`config.mk`:
```
export PLATFORM = sky130hd
export DESIGN_NAME = uart_rx_cfg
export DESIGN_NICKNAME = d
export VERILOG_FILES = /design/src/rtl/uart_rx_cfg.sv
export SDC_FILE = /design/constraint.sdc
export NUM_CORES = 1
export LEC_CHECK = 0
export ABC_AREA = 1
export CORE_ASPECT_RATIO = 1.5
export CORE_MARGIN = 10
export CORE_UTILIZATION = 35
export CTS_CLUSTER_DIAMETER = 40
export DETAILED_ROUTE_END_ITERATION = 7
export SETUP_SLACK_MARGIN = 0.3
export SYNTH_ARGS = -nofsm -noshare
export SYNTH_HDL_FRONTEND = slang
export SYNTH_SLANG_ARGS = --single-unit
```
`constraint.sdc`:
```
create_clock -name clk -period 2 [get_ports clk]
set_input_delay 0.6 -clock clk [delete_from_list [all_inputs] [get_ports clk]]
set_output_delay 0.6 -clock clk [all_outputs]
set_load 0.03 [all_outputs]
```
`src/rtl/uart_rx_cfg.sv`:
```
// uart_rx_cfg: oversampled UART receiver, majority-vote sampling, valid/ready out.
// Define UART_RX_CFG_PARITY_EN to add the optional parity bit (par_mode).
module uart_rx_cfg #(
  parameter int FCLK        = 50000000,
  parameter int FBAUD       = 115200,
  parameter int OVERSAMPLE  = 16,
  parameter int DATA_W      = 8,
  parameter int STOP_BITS   = 1,
  parameter int SYNC_STAGES = 2
) (
  input  logic              clk,
  input  logic              rst_n,
  input  logic              rx,
  input  logic [1:0]        par_mode,
  output logic [DATA_W-1:0] rx_data,
  output logic              rx_valid,
  input  logic              rx_ready,
  output logic              rx_idle,
  output logic              frame_err,
  output logic              parity_err,
  output logic              overrun_err
);

  localparam int TICK_DIV = FCLK / (FBAUD * OVERSAMPLE);
  localparam int TW = $clog2(TICK_DIV + 1);
  localparam int SW = $clog2(OVERSAMPLE);
  localparam int BW = $clog2(DATA_W + 1);

  localparam logic [TW-1:0] T_END   = TW'(TICK_DIV - 1);
  localparam logic [SW-1:0] SMP_LO  = SW'(OVERSAMPLE / 2 - 1);
  localparam logic [SW-1:0] SMP_MID = SW'(OVERSAMPLE / 2);
  localparam logic [SW-1:0] SMP_HI  = SW'(OVERSAMPLE / 2 + 1);
  localparam logic [SW-1:0] SMP_END = SW'(OVERSAMPLE - 1);
  localparam logic [BW-1:0] B_DLAST = BW'(DATA_W - 1);
  localparam logic [BW-1:0] B_SLAST = BW'(STOP_BITS - 1);

  if (TICK_DIV < 1) begin : g_bad_div
    $error("uart_rx_cfg: FCLK/(FBAUD*OVERSAMPLE) must be >= 1");
  end
  if (DATA_W < 5 || DATA_W > 9) begin : g_bad_dw
    $error("uart_rx_cfg: DATA_W must be 5..9");
  end
  if (STOP_BITS < 1 || STOP_BITS > 2) begin : g_bad_sb
    $error("uart_rx_cfg: STOP_BITS must be 1 or 2");
  end
  if (OVERSAMPLE < 4 || OVERSAMPLE % 2 != 0) begin : g_bad_os
    $error("uart_rx_cfg: OVERSAMPLE must be even and >= 4");
  end
  if (SYNC_STAGES < 2) begin : g_bad_sync
    $error("uart_rx_cfg: SYNC_STAGES must be >= 2");
  end

  typedef enum logic [2:0] {
    S_IDLE,
    S_START,
    S_DATA,
    S_PAR,
    S_STOP
  } state_t;

  logic [SYNC_STAGES-1:0] sync_q;
  logic                   prev_q;
  logic                   rx_s;

  state_t            state_q, state_d;
  logic [TW-1:0]     tick_q, tick_d;
  logic [SW-1:0]     samp_q, samp_d;
  logic [BW-1:0]     bit_q, bit_d;
  logic [1:0]        votes_q, votes_d;
  logic [DATA_W-1:0] shift_q, shift_d;
  logic              ferr_q, ferr_d;
  logic              perr_q, perr_d;
  logic [DATA_W-1:0] data_q, data_d;
  logic              valid_q, valid_d;
  logic              oferr_q, oferr_d;
  logic              operr_q, operr_d;
  logic              ovr_q, ovr_d;

  logic fall, tick, smp_dec, bit_end, vote, done;
  logic par_on, par_exp;

  assign rx_s = sync_q[SYNC_STAGES-1];

  always_ff @(posedge clk) begin
    if (!rst_n) begin
      sync_q <= '1;
      prev_q <= 1'b1;
    end else begin
      sync_q <= {sync_q[SYNC_STAGES-2:0], rx};
      prev_q <= rx_s;
    end
  end

  // A start needs a 1->0 edge, so a held-low (break) line cannot re-trigger.
  assign fall    = prev_q & ~rx_s;
  assign tick    = (tick_q == T_END);
  assign smp_dec = tick && (samp_q == SMP_HI);
  assign bit_end = tick && (samp_q == SMP_END);
  assign vote    = (votes_q[1] & votes_q[0]) |
                   (votes_q[1] & rx_s) |
                   (votes_q[0] & rx_s);

`ifdef UART_RX_CFG_PARITY_EN
  logic [1:0] pm_q, pm_d;

  assign pm_d = (state_q == S_IDLE && fall) ? par_mode : pm_q;

  always_ff @(posedge clk) begin
    if (!rst_n) pm_q <= '0;
    else        pm_q <= pm_d;
  end

  assign par_on     = pm_q[0] ^ pm_q[1];
  assign par_exp    = (^shift_q) ^ pm_q[1];
  assign parity_err = operr_q;
`else
  logic unused_par;

  assign par_on     = 1'b0;
  assign par_exp    = 1'b0;
  assign parity_err = 1'b0;
  assign unused_par = ^{par_mode, operr_q};
`endif

  always_comb begin
    state_d = state_q;
    tick_d  = tick ? '0 : tick_q + 1'b1;
    samp_d  = samp_q;
    bit_d   = bit_q;
    votes_d = votes_q;
    shift_d = shift_q;
    ferr_d  = ferr_q;
    perr_d  = perr_q;
    done    = 1'b0;
    data_d  = data_q;
    valid_d = valid_q;
    oferr_d = oferr_q;
    operr_d = operr_q;
    ovr_d   = 1'b0;

    if (tick) samp_d = bit_end ? '0 : samp_q + 1'b1;
    if (tick && (samp_q == SMP_LO || samp_q == SMP_MID))
      votes_d = {votes_q[0], rx_s};

    unique case (state_q)
      S_IDLE: begin
        if (fall) begin
          state_d = S_START;
          tick_d  = '0;
          samp_d  = '0;
          bit_d   = '0;
          ferr_d  = 1'b0;
          perr_d  = 1'b0;
        end
      end
      S_START: begin
        if (smp_dec && vote) state_d = S_IDLE;
        else if (bit_end)    state_d = S_DATA;
      end
      S_DATA: begin
        if (smp_dec) shift_d = {vote, shift_q[DATA_W-1:1]};
        if (bit_end) begin
          if (bit_q == B_DLAST) begin
            bit_d   = '0;
            state_d = par_on ? S_PAR : S_STOP;
          end else begin
            bit_d = bit_q + 1'b1;
          end
        end
      end
      S_PAR: begin
        if (smp_dec) perr_d = vote ^ par_exp;
        if (bit_end) state_d = S_STOP;
      end
      S_STOP: begin
        if (smp_dec) begin
          if (!vote) ferr_d = 1'b1;
          // Leave at the mid-sample so a back-to-back start edge is not missed.
          if (bit_q == B_SLAST) begin
            done    = 1'b1;
            state_d = S_IDLE;
          end
        end
        if (bit_end) bit_d = bit_q + 1'b1;
      end
      default: state_d = S_IDLE;
    endcase

    if (done) begin
      if (!valid_q || rx_ready) begin
        data_d  = shift_q;
        valid_d = 1'b1;
        oferr_d = ferr_d;
        operr_d = perr_q;
      end else begin
        ovr_d = 1'b1;
      end
    end else if (valid_q && rx_ready) begin
      valid_d = 1'b0;
    end
  end

  always_ff @(posedge clk) begin
    if (!rst_n) begin
      state_q <= S_IDLE;
      tick_q  <= '0;
      samp_q  <= '0;
      bit_q   <= '0;
      votes_q <= '0;
      shift_q <= '0;
      ferr_q  <= 1'b0;
      perr_q  <= 1'b0;
      data_q  <= '0;
      valid_q <= 1'b0;
      oferr_q <= 1'b0;
      operr_q <= 1'b0;
      ovr_q   <= 1'b0;
    end else begin
      state_q <= state_d;
      tick_q  <= tick_d;
      samp_q  <= samp_d;
      bit_q   <= bit_d;
      votes_q <= votes_d;
      shift_q <= shift_d;
      ferr_q  <= ferr_d;
      perr_q  <= perr_d;
      data_q  <= data_d;
      valid_q <= valid_d;
      oferr_q <= oferr_d;
      operr_q <= operr_d;
      ovr_q   <= ovr_d;
    end
  end

  assign rx_data     = data_q;
  assign rx_valid    = valid_q;
  assign frame_err   = oferr_q;
  assign overrun_err = ovr_q;
  assign rx_idle     = (state_q == S_IDLE);

endmodule

```
==> impl_metrics.json <==
{
  "cp-start-kind": "flip-flop",
  "synth_mux_area_share_pct": 0,
  "yosys.area.top_type": "dfxtp_1",
  "clkTransAtPathRegs_ns": 0.08,
  "syn_avg_cell_area_sq_um": 7.65,
  "dr_wl_met3_um": 143,
  "r2r_end": "shift_q[3]$_SDFFE_PN0P_",
  "place_congestion": 0.810,
  "r2r_slack_ns": 0.43,
  "hpwlAfterDp_um": 2760,
  "core_sq_mm": 0.00516,
  "cts.hold.buffers_added": 0,
  "io_pins": 19,
  "synth_adder_area_share_pct": 4.65,
  "antenna-diode-count": 0,
  "numClockSinks": 41,
  "setup_slack_ns": 0.347,
  "yosysWarnings": 0,
  "ant_nets": 0,
  "syn_inst": 246,
  "rows": 32,
  "synth_edf_count": 0,
  "vdd_ir_drop_max_mv": 0.433,
  "area_growth_pct": 24.5,
  "p_switching_w": 0.000671,
  "antenna_found_initial": 0,
  "yosysUniqueCellTypes": 36,
  "r2r_cells": 7,
  "rr_startpoint": "tick_q[0]$_SDFF_PN0_",
  "nNetsFinal": 290,
  "final_area_sq_mm": 0.00234,
  "die_area_sq_mm": 0.00877,
  "combPwrFrac_pct": 25.3,
  "drive_gt1_share_pct": 19.4,
  "cp_cell_sequence": "nor2_4 > inv_2 > nor2_4 > buf_6",
  "hold_class": "flip-flop to flip-flop",
  "die_y_um": 110,
  "maxCapViolCount": 0,
  "grt_first_pass_wirelength_um": 6850,
  "power_frac_clock_pct": 32.0,
  "netlist.area_leader.share_pct": 43.6,
  "slowest_delay_ns": 0.34,
  "critical_path_required_ns": 1.40,
  "root_buffer": "clkbuf_8",
  "dr.pass1.iters": 4,
  "dr.max_layer_used": "met4",
  "post-place-ws_ns": 0.104,
  "cp_max_fo": 2,
  "synth-xor-area-share_pct": 2.33,
  "power.density_mw_per_mm2": 905,
  "drt-initial-drc-count": 81,
  "clk_latency_ns": 0.30,
  "outcome": "finished clean",
  "placed_area_sq_mm": 0.00213,
  "fin_crit_ns": 1.65,
  "syn_nets": 259,
  "wl_met1_um": 1550,
  "cts_buffers": 5,
  "vias_per_cell": 4.69,
  "fin_setup_tns_ns": 0,
  "hold_slack_ns": 0.419,
  "min_from": "sync_q[0]$_SDFF_PN1_",
  "cp-end-kind": "output pin",
  "grt_util_all_layers_pct": 9.58,
  "crit_type": "flip-flop to output pin",
  "wl_met2_um": 2080,
  "synth_ff_type": "dfxtp_1",
  "relSlewSlack_pct": 63.4,
  "die_w_um": 79.9,
  "syn-cell-area_sq_mm": 0.00188,
  "wirelength_um": 3850,
  "whs_path_depth": 1,
  "synth-seq-cells": 41,
  "synth_top_family_by_area": "simple AND/OR/NAND/NOR gates",
  "finClkSkew_ns": 0.00939,
  "crit_slowest_cell": "dfxtp_2",
  "switching_share_pct": 31.6,
  "fin_util_pct": 45.4,
  "crit_path_frequent_cell": "nor2_4",
  "tritoncts": "built",
  "cp_data_arrival_time_ns": 1.05,
  "wire_per_inst_um": 11.1,
  "slew_violations": 0,
  "final_cell_mix": "62 x nand2_1, 38 x dfxtp_1, 26 x a21oi_1, 19 x inv_1, 19 x nand3_1",
  "setup_viol": 0,
  "worstHoldEndpoint": "sync_q[1]$_SDFF_PN1_",
  "vias": 1624,
  "async_flop_share_pct": 0,
  "tightest_slew_ns": 0.545,
  "fmax_ghz": 0.605,
  "seq_area_frac_synth_pct": 43.6,
  "synthTopCellsByArea": "dfxtp_1 44%, nand2_1 12%, a21oi_1 6.9%, nand3_1 5.0%, ha_1 4.7%",
  "period_share_pct": 82.6,
  "start_util_pct": 36.5,
  "power_frac_seq_pct": 42.7,
  "h-tree-depth": 2,
  "cts_buffer_depth": 2,
  "grt_max_degree": 25,
  "synthSimpleGateAreaFrac_pct": 31.6,
  "drc_errors": 0,
  "p_leak_nw": 0.988,
  "finalHoldViolCount": 0,
  "internal_power_w": 0.00145,
  "rsz0062_at_grt": "no",
  "synth_compound_area_share_pct": 11.4,
  "mostFrequentLayoutCell": "nand2_1",
  "grt_pass1_vias": 1678,
  "final.fill_count": 523,
  "grt_overflow": 0,
  "io_buffer_count": 15
}
==> flip-flops by register name, indices dropped and copies added (netlist names) <==
| signal | flops |
|---|---|
| votes_q | 2 |
| prev_q | 1 |
| tick_q | 5 |
| rx_data | 8 |
| rx_valid | 1 |
| state_q | 3 |
| overrun_err | 1 |
| bit_q | 4 |
| shift_q | 8 |
| frame_err | 1 |
| ferr_q | 1 |
| sync_q | 2 |
| samp_q | 4 |
==> power groups by stage <==
stage	clock [W]	combinational (W)	sequential, W
after floorplan	0	0.000354	0.000909
after global placement	0	0.000459	0.000919
after detailed placement	0	0.000461	0.000919
after CTS	0.000705	0.000508	0.000900
after global routing	0.000729	0.000609	0.000913
final	0.000679	0.000537	0.000906
==> timing repair <==
item | 4_1_cts | 5_1_grt
pin swaps | 3 | 4
endpoints found under the setup margin | 26 | 27
hold endpoints to repair | 0 | 0
buffers inserted | 4 | 5
gates resized for setup | 17 | 10
==> cell usage after synthesis, drive strengths merged, types with 2 or more instances <==
master	count
inv	23
clkbuf	2
buf	2
and2	2
a21oi	27
or2	2
clkinv	2
o21ai	7
nand2	69
dfxtp	41
nor2	25
xnor2	2
xor2	3
ha	7
nor3	5
nand3	20
==> layout make-up <==
type | count | area (sq um) | area share [%]
Timing Repair Buffer | 28 | 239 | 10.2
Clock inverter | 3 | 46.3 | 1.97
Sequential cell | 41 | 825 | 35.2
Clock buffer | 5 | 68.8 | 2.93
Multi-Input combinational cell | 176 | 982 | 41.9
Tap cell | 68 | 85.1 | 3.63
Inverter | 25 | 98.8 | 4.22
==> routing by layer <==
layer,vias up,track usage (%)
met1,740,8.67
met2,21,19.0
met5,-,0
li1,855,-
met3,8,2.61
met4,0,4.17
==> metrics by stage <==
| stage | std cells | power, W |
|---|---|---|
| 6_report | 346 | 0.00212 |
| 2_1_floorplan | 246 | 0.00126 |
| 4_1_cts | 341 | 0.00211 |
| 3_5_place_dp | 329 | 0.00138 |
| 5_1_grt | 346 | 0.00225 |
| 3_3_place_gp | 329 | 0.00138 |
==> worst max-delay path, delay by kind of cell, from the launching register on <==
family | cells | cell delay [ns]
buffers and inverters | 2 | 0.20
DFF | 1 | 0.34
and+or+nand+nor | 2 | 0.22
==> worst max path at each step <==
stage / start / end / slack (ns)
after floorplan: state_q[0]$_SDFFE_PN0P_ / bit_q[0]$_SDFFE_PN0P_ / 0.37
after global placement: rst_n / tick_q[3]$_SDFF_PN0_ / 0.14
after detailed placement: rst_n / tick_q[4]$_SDFF_PN0_ / 0.10
after CTS: state_q[1]$_SDFFE_PN0P_ / rx_idle / 0.27
after global routing: state_q[1]$_SDFFE_PN0P_ / rx_idle / 0.29
final: state_q[1]$_SDFFE_PN0P_ / rx_idle / 0.35
==> kinds of logic (layout without fill, tap and decap cells) <==
logic type,Yosys count,in the layout
other,1,1
xor gates and xnor gates,5,5
buffers and inverters,29,61
and+or+nand+nor,125,125
AOI/OAI and AO/OA,38,38
adders and majority gates,7,7
DFF,41,41
(Power assumes the default switching activity.)
